<file path="config.mk">
export PLATFORM = sky130hd
export DESIGN_NAME = game_sprite_update_scheduler
export DESIGN_NICKNAME = d
export VERILOG_FILES = /design/src/rtl/game_sprite_update_scheduler.sv
export SDC_FILE = /design/constraint.sdc
export NUM_CORES = 1
export LEC_CHECK = 0
export CORE_UTILIZATION = 40
export CTS_CLUSTER_DIAMETER = 30
export DETAILED_ROUTE_END_ITERATION = 10
export PLACE_DENSITY = 0.66
export SLEW_MARGIN = 20
export SYNTH_ARGS = -nofsm -noshare
export SYNTH_HDL_FRONTEND = slang
export SYNTH_SLANG_ARGS = --single-unit
</file>
<file path="constraint.sdc">
create_clock -name clk -period 2.4 [get_ports clk]
set_input_delay 0.72 -clock clk [delete_from_list [all_inputs] [get_ports clk]]
set_output_delay 0.72 -clock clk [all_outputs]
set_load 0.02 [all_outputs]
</file>
<file path="src/rtl/game_sprite_update_scheduler.sv">
// game_sprite_update_scheduler
// Once every (frame_div+1) frames, walks the sprite list in index order,
// handshakes one update with each enabled sprite, then pulses
// collision_check so collision logic sees a consistent post-update snapshot.
// Every output is decoded from registered state; there is no combinational
// path from any input to any output.
module game_sprite_update_scheduler #(
    parameter int N_SPRITES   = 2,
    parameter int FRAME_DIV_W = 4,
    parameter int ACK_TIMEOUT = 16
) (
    input  logic                   clk,
    input  logic                   reset,
    input  logic                   frame_start,
    input  logic [FRAME_DIV_W-1:0] frame_div,
    input  logic [N_SPRITES-1:0]   sprite_enable,
    input  logic [N_SPRITES-1:0]   update_ack,
    input  logic                   clear_errors,
    output logic [N_SPRITES-1:0]   update_req,
    output logic                   collision_check,
    output logic                   busy,
    output logic                   overrun,
    output logic                   ack_timeout
);

    // idx runs 0..N_SPRITES inclusive; the extra value marks "all sprites visited".
    localparam int IDX_W = $clog2(N_SPRITES + 1);
    // Wide enough to hold ACK_TIMEOUT-1 even when ACK_TIMEOUT is 1.
    localparam int TMR_W = $clog2(ACK_TIMEOUT + 1);

    typedef enum logic [1:0] {
        IDLE  = 2'd0,
        SEL   = 2'd1,
        REQ   = 2'd2,
        CHECK = 2'd3
    } state_t;

    state_t                 state, state_next;
    logic [IDX_W-1:0]       idx, idx_next;
    logic [N_SPRITES-1:0]   en_mask, en_mask_next;
    logic [FRAME_DIV_W-1:0] frame_cnt, frame_cnt_next;
    logic [TMR_W-1:0]       timer, timer_next;
    logic                   overrun_next;
    logic                   ack_timeout_next;

    // Zero-extended copies so idx == N_SPRITES can index them safely.
    logic [N_SPRITES:0]     en_ext;
    logic [N_SPRITES:0]     ack_ext;

    assign en_ext  = {1'b0, en_mask};
    assign ack_ext = {1'b0, update_ack};

    // Next-state, datapath and sticky-flag logic.
    always_comb begin
        // NOTE: every signal written here gets a default first, so no path
        // through the case statement can leave one unassigned and infer a latch.
        state_next       = state;
        idx_next         = idx;
        en_mask_next     = en_mask;
        frame_cnt_next   = frame_cnt;
        timer_next       = timer;
        overrun_next     = overrun;
        ack_timeout_next = ack_timeout;

        if (clear_errors) begin
            overrun_next     = 1'b0;
            ack_timeout_next = 1'b0;
        end

        case (state)
            IDLE: begin
                if (frame_start) begin
                    // >= also catches frame_div lowered below the current count.
                    if (frame_cnt >= frame_div) begin
                        frame_cnt_next = '0;
                        en_mask_next   = sprite_enable;
                        idx_next       = '0;
                        state_next     = SEL;
                    end else begin
                        frame_cnt_next = frame_cnt + FRAME_DIV_W'(1);
                    end
                end
            end
            SEL: begin
                if (idx == IDX_W'(N_SPRITES)) begin
                    state_next = CHECK;
                end else if (en_ext[idx]) begin
                    timer_next = '0;
                    state_next = REQ;
                end else begin
                    idx_next = idx + IDX_W'(1);
                end
            end
            REQ: begin
                // Acks on other indices are deliberately ignored.
                if (ack_ext[idx]) begin
                    idx_next   = idx + IDX_W'(1);
                    state_next = SEL;
                end else if (timer == TMR_W'(ACK_TIMEOUT - 1)) begin
                    ack_timeout_next = 1'b1;
                    idx_next         = idx + IDX_W'(1);
                    state_next       = SEL;
                end else begin
                    timer_next = timer + TMR_W'(1);
                end
            end
            CHECK: begin
                state_next = IDLE;
            end
            default: begin
                state_next = IDLE;
            end
        endcase

        // A frame arriving mid-pass is dropped and flagged; set beats clear.
        if (frame_start && (state != IDLE)) begin
            overrun_next = 1'b1;
        end
    end

    // State and datapath registers.
    always_ff @(posedge clk or posedge reset) begin
        if (reset) begin
            state       <= IDLE;
            idx         <= '0;
            en_mask     <= '0;
            frame_cnt   <= '0;
            timer       <= '0;
            overrun     <= 1'b0;
            ack_timeout <= 1'b0;
        end else begin
            // NOTE: non-blocking assignments so every register samples the
            // pre-edge values, independent of statement order.
            state       <= state_next;
            idx         <= idx_next;
            en_mask     <= en_mask_next;
            frame_cnt   <= frame_cnt_next;
            timer       <= timer_next;
            overrun     <= overrun_next;
            ack_timeout <= ack_timeout_next;
        end
    end

    // One-hot request decoded from the registered state and index.
    always_comb begin
        update_req = '0;
        for (int i = 0; i < N_SPRITES; i++) begin
            update_req[i] = (state == REQ) && (idx == IDX_W'(i));
        end
    end

    assign busy            = (state != IDLE);
    assign collision_check = (state == CHECK);

endmodule
</file>
* Word level (Yosys, flattened, before mapping)
Cells that the tools add are included.
** Storage, ports and cells
- Input port bits :: 12
- Flip-flop bits (word level) :: 17
- Word-level logic and storage cells :: 71
- Output and inout bits :: 6
** Cells by class
- Multiplexer cells :: 30
- Reductions and logical operators :: 14
- $lt $le $gt $ge :: 2
- Eq/ne operators :: 15
- Add/subtract/negate cells :: 3
** Operators by type and width (count)
- $mux 2 :: 12
- $mux 5 :: 4
- $ne 2x2->1 const B :: 7
- $pmux 5 s2 :: 1
- $mux 1 :: 8
- $pmux 2 s4 :: 1
- $eq 2x2->1 const B :: 3
- $ne 3x3->1 const B :: 2
- $pmux 2 s3 :: 1
- $reduce_and 6->1 :: 1
- $reduce_bool 2->1 :: 3
- $add 5x1->5 const B :: 1
- $eq 5x4->1 const B :: 1
- $reduce_and 5->1 :: 1
- $add 4x1->4 const B :: 1
- $bmux 1 s2 :: 2
- $eq 2x1->1 const B :: 2
- $ge 4x4->1 :: 1
- $logic_not 2->1 :: 2
- $mux 4 :: 1
- $reduce_and 4->1 :: 1
- $logic_and 1x1->1 :: 3
- $lt 2x3->1 const B :: 1
- $reduce_and 3->1 :: 1
- 3 further kinds :: 3

* Depth between registers and ports, before layout
- Word-level depth :: 5
- Mapped depth :: 8
- Depth with buffers taken out :: 8

* Worst setup path after synthesis
OpenSTA, ideal clock, no wires.
- Path kind :: in2reg
- Start :: input frame_div[3]
- End :: register state[0]
- Path buffers :: 0
- Stages :: 7
- Library setup time :: 0.125 ns
- Setup slack :: 0.318 ns
- Data arrival time :: 1.957 ns
- Required time :: 2.275 ns
- Cell sequence :: inv_1 -> ha_1 -> o211ai_1 -> o21ai_1 -> a21oi_1 -> a211oi_2 -> mux2_2
** On the way
- Longest elaborated chain between the ends :: 3
** RTL lines
- start: declaration :: RTL line 15 : input logic [FRAME_DIV_W-1:0] frame_div,
- $ge 4x4->1 :: RTL line 74 : if (frame_cnt >= frame_div) begin
- $ne 2x2->1 (no line)
- $reduce_and 4->1 (no line)
- end signal: assignment :: RTL line 134 : state <= state_next;
- end: declaration :: RTL line 38 : state_t state, state_next;
Every way passes these cells.
A chain may end at the register's enable or synchronous reset.

* Final worst setup path
Same ends and word-level chain as after synthesis.

==> impl_metrics.env <==
export IMPL_numCtsBuffers=3
export IMPL_crit_type="in2reg"
export IMPL_drive_above_1_share_pct=15.1
export IMPL_setup_viol=0
export IMPL_timing_setup_tns_ns=0
export IMPL_max_stage_delay_ns=0.45
export IMPL_die_x_um=55.2
export IMPL_grt_ovfl_total=0
export IMPL_ant_nets=0
export IMPL_grt_pass1_vias=933
export IMPL_path_cells="clkdlybuf4s50_1 > inv_1 > ha_1 > o211ai_1 > o21ai_2 > a21oi_1 > a211oi_2 > mux2_2"
export IMPL_worstHoldPathType="reg2reg"
export IMPL_tightest_slew_ns=0.649
export IMPL_via_per_inst=5.27
export IMPL_slowest_stage="clkdlybuf4s50_1"
export IMPL_path_clk_slew_ns=0.10
export IMPL_seq_power_share_pct=33.0
export IMPL_comb_power_share_pct=56.9
export IMPL_cts_hold_buf=0
export IMPL_drc_errors=0
export IMPL_fin_crit_ns=2.34
export IMPL_critPathArrivalTime_ns=2.53
export IMPL_cts_tree="yes"
export IMPL_cap_violations=0
export IMPL_grt_max_degree=18
export IMPL_synth_avg_cell_area_um2=9.77
export IMPL_synth_seq_cells=17
export IMPL_cp_num_buf_inv=2
export IMPL_cts_path_max_buffers=2
export IMPL_grt_use_total_pct=16.7
export IMPL_drv_slew=0
export IMPL_dp_hpwl_mm=1.68
export IMPL_antenna_found_initial=0
export IMPL_cts_sinks=17
export IMPL_die_area_um2=3050
export IMPL_portBuffers=17
export IMPL_numPlacedInstances=165
export IMPL_yosysWarnings=0
export IMPL_synth_nets=142
export IMPL_use_met2_pct=27.7
export IMPL_vias=890
export IMPL_hold_viol_final=0
export IMPL_gp_congestion=0.711
export IMPL_critical_path_top_delay_family="compound AO/OA/AOI/OAI gates"
export IMPL_required_ns=2.59
export IMPL_layout_common_cells="dfrtp_1, nand2_1, ha_1, clkdlybuf4s50_1, inv_1"
export IMPL_peakVddDrop_v=0.000693
export IMPL_die_h_um=55.2
export IMPL_use_met1_pct=21.3
export IMPL_num_io_pins=18
export IMPL_relSlewSlack_pct=56.7
export IMPL_wl_mm=2.19
export IMPL_grt_pass1_wl_mm=4.12
export IMPL_fin_cells=169
export IMPL_grt_use_met3_pct=3.28
export IMPL_core_um2=2570
export IMPL_clockPowerShare_pct=10.1
export IMPL_area_growth_pct=22.8
export IMPL_drt_first_pass_iters=4
export IMPL_p_leak_uw=0.000655
export IMPL_first_iter_violations=19
export IMPL_nNetsFinal=166
export IMPL_max_freq_mhz=427
export IMPL_status="complete, no violations"
export IMPL_p_sw_uw=666
export IMPL_nFillCells=255
export IMPL_startpoint_type="input port"
export IMPL_final_common_cell="dfrtp_1"
export IMPL_num_rows=18
export IMPL_wl_per_cell_um=13.0
export IMPL_synth_area_um2=1130
export IMPL_powerDensity_nw_per_um2=1100
export IMPL_syn_inst=116
export IMPL_num_antenna_cells=0
export IMPL_root_buffer="clkbuf_4"
export IMPL_grt_busiest_layer="met2"
export IMPL_p_sw_share_pct=43.6
export IMPL_fin_worst_skew_ns=0.00729
export IMPL_seq_area_frac_synth_pct=37.5
export IMPL_fin_crit_sh_pct=97.7
export IMPL_synthDistinctLibCells=32
export IMPL_setup_worst_path_end_class="register"
export IMPL_internal_power_uw=863
export IMPL_start_util_pct=44.2
export IMPL_cp_max_fo=3
export IMPL_clkLatencyLatePin_ns=0.29
export IMPL_cts_max_level=1
==> stage by stage <==
| stage | area, µm² | setup slack (ns) | utilization (%) | hold WS, ns | power (µW) |
|---|---|---|---|---|---|
| 6_report | 1390 | 0.0563 | 54.2 | 0.503 | 1530 |
| 3_3_place_gp | 1360 | -0.212 | 53.1 | 0.464 | 1360 |
| 4_1_cts | 1390 | 0.0652 | 54.0 | 0.506 | 1540 |
| 2_1_floorplan | 1130 | 0.318 | - | 0.450 | 1130 |
| 5_1_grt | 1390 | -0.0142 | 54.2 | 0.555 | 1680 |
| 3_5_place_dp | 1360 | -0.262 | 53.1 | 0.480 | 1390 |
==> metal layers <==
layer	wire (µm)	share of wire, %
met5	0	0
met2	1040	48
met4	18	0.82
met1	1050	48
met3	75	3.4
==> worst register-to-register path, cell delays in order, from the launching register on <==
cell and delay (ns):
dfrtp_1 0.42, ha_1 0.24, and3_1 0.19, ha_1 0.19, nand2b_1 0.18, a21oi_4 0.25, and4_4 0.27, nand2_1 0.07
o221ai_2 0.16
==> path summary, 6_finish.rpt <==
path,to,from,cells past startpoint,slack [ns]
setup / recovery,state[0]$_DFFE_PP0P_,frame_div[3],8,0.06
hold / removal,timer[4]$_DFFE_PP0P_,timer[4]$_DFFE_PP0P_,2,0.50
setup reg to reg,timer[3]$_DFFE_PP0P_,timer[0]$_DFFE_PP0P_,8,0.37
hold reg to reg,timer[4]$_DFFE_PP0P_,timer[4]$_DFFE_PP0P_,2,0.50
max in group asynchronous,idx[0]$_DFFE_PP0P_,reset,2,1.13
min in group asynchronous,overrun$_DFFE_PP0P_,reset,2,0.80
==> sequential cells by signal (all words and copies together) (netlist names) <==
signal       flops
ack_timeout      1
en_mask          2
frame_cnt        4
idx              2
overrun          1
state            2
timer            5
==> power groups by stage <==
| stage | registers (µW) | logic, µW | clock network, µW |
|---|---|---|---|
| after floorplan | 487 | 641 | 0 |
| after global placement | 502 | 856 | 0 |
| after detailed placement | 509 | 879 | 0 |
| after CTS | 503 | 869 | 163 |
| after global routing | 520 | 984 | 174 |
| final | 505 | 870 | 154 |
==> logic make-up after synthesis <==
group           share of synthesized area, %
fa+ha+maj                               15.5
simple gates                            16.2
buf+inv                                 4.97
compound gates                          15.5
flops                                   37.5
mux                                     8.83
xor+xnor                                1.55
==> cell usage after synthesis, drive strengths merged <==
cell	number	share of area, %
o31ai	1	1.9
ha	14	15
nand3	6	2.6
a32o	1	0.88
mux2i	4	3.5
clkbuf	2	0.66
a211oi	1	1.1
nor2	5	1.7
xnor2	1	0.77
dfrtp	17	38
o21ai	9	4.0
a21oi	3	2.3
nand2	14	4.6
o221ai	1	1.3
a22o	1	0.77
and2	2	1.1
xor2	1	0.77
a21o	2	1.3
nor3b	1	0.66
nand2b	2	1.1
a31oi	1	0.55
nor3	3	1.8
and3	1	0.55
mux2	5	5.3
inv	13	4.3
and4	1	0.99
nor2b	2	1.1
o211ai	2	1.3
==> final cells by class <==
class                   instances  area [µm²]  share of cell area [%]
well taps                      30        37.5                    2.70
inverters                      13        48.8                    3.50
clock inverters                 1        5.00                   0.359
multi-input cells              84         656                    47.1
clock buffers                   3        22.5                    1.62
flip-flops and latches         17         427                    30.6
repair buffers                 21         196                    14.1
==> what timing repair did <==
action	CTS	global route
endpoints found under the setup margin	3	3
resized for setup	3	2
setup buffers	0	0
No activity file was read; power rests on OpenSTA's default activity.
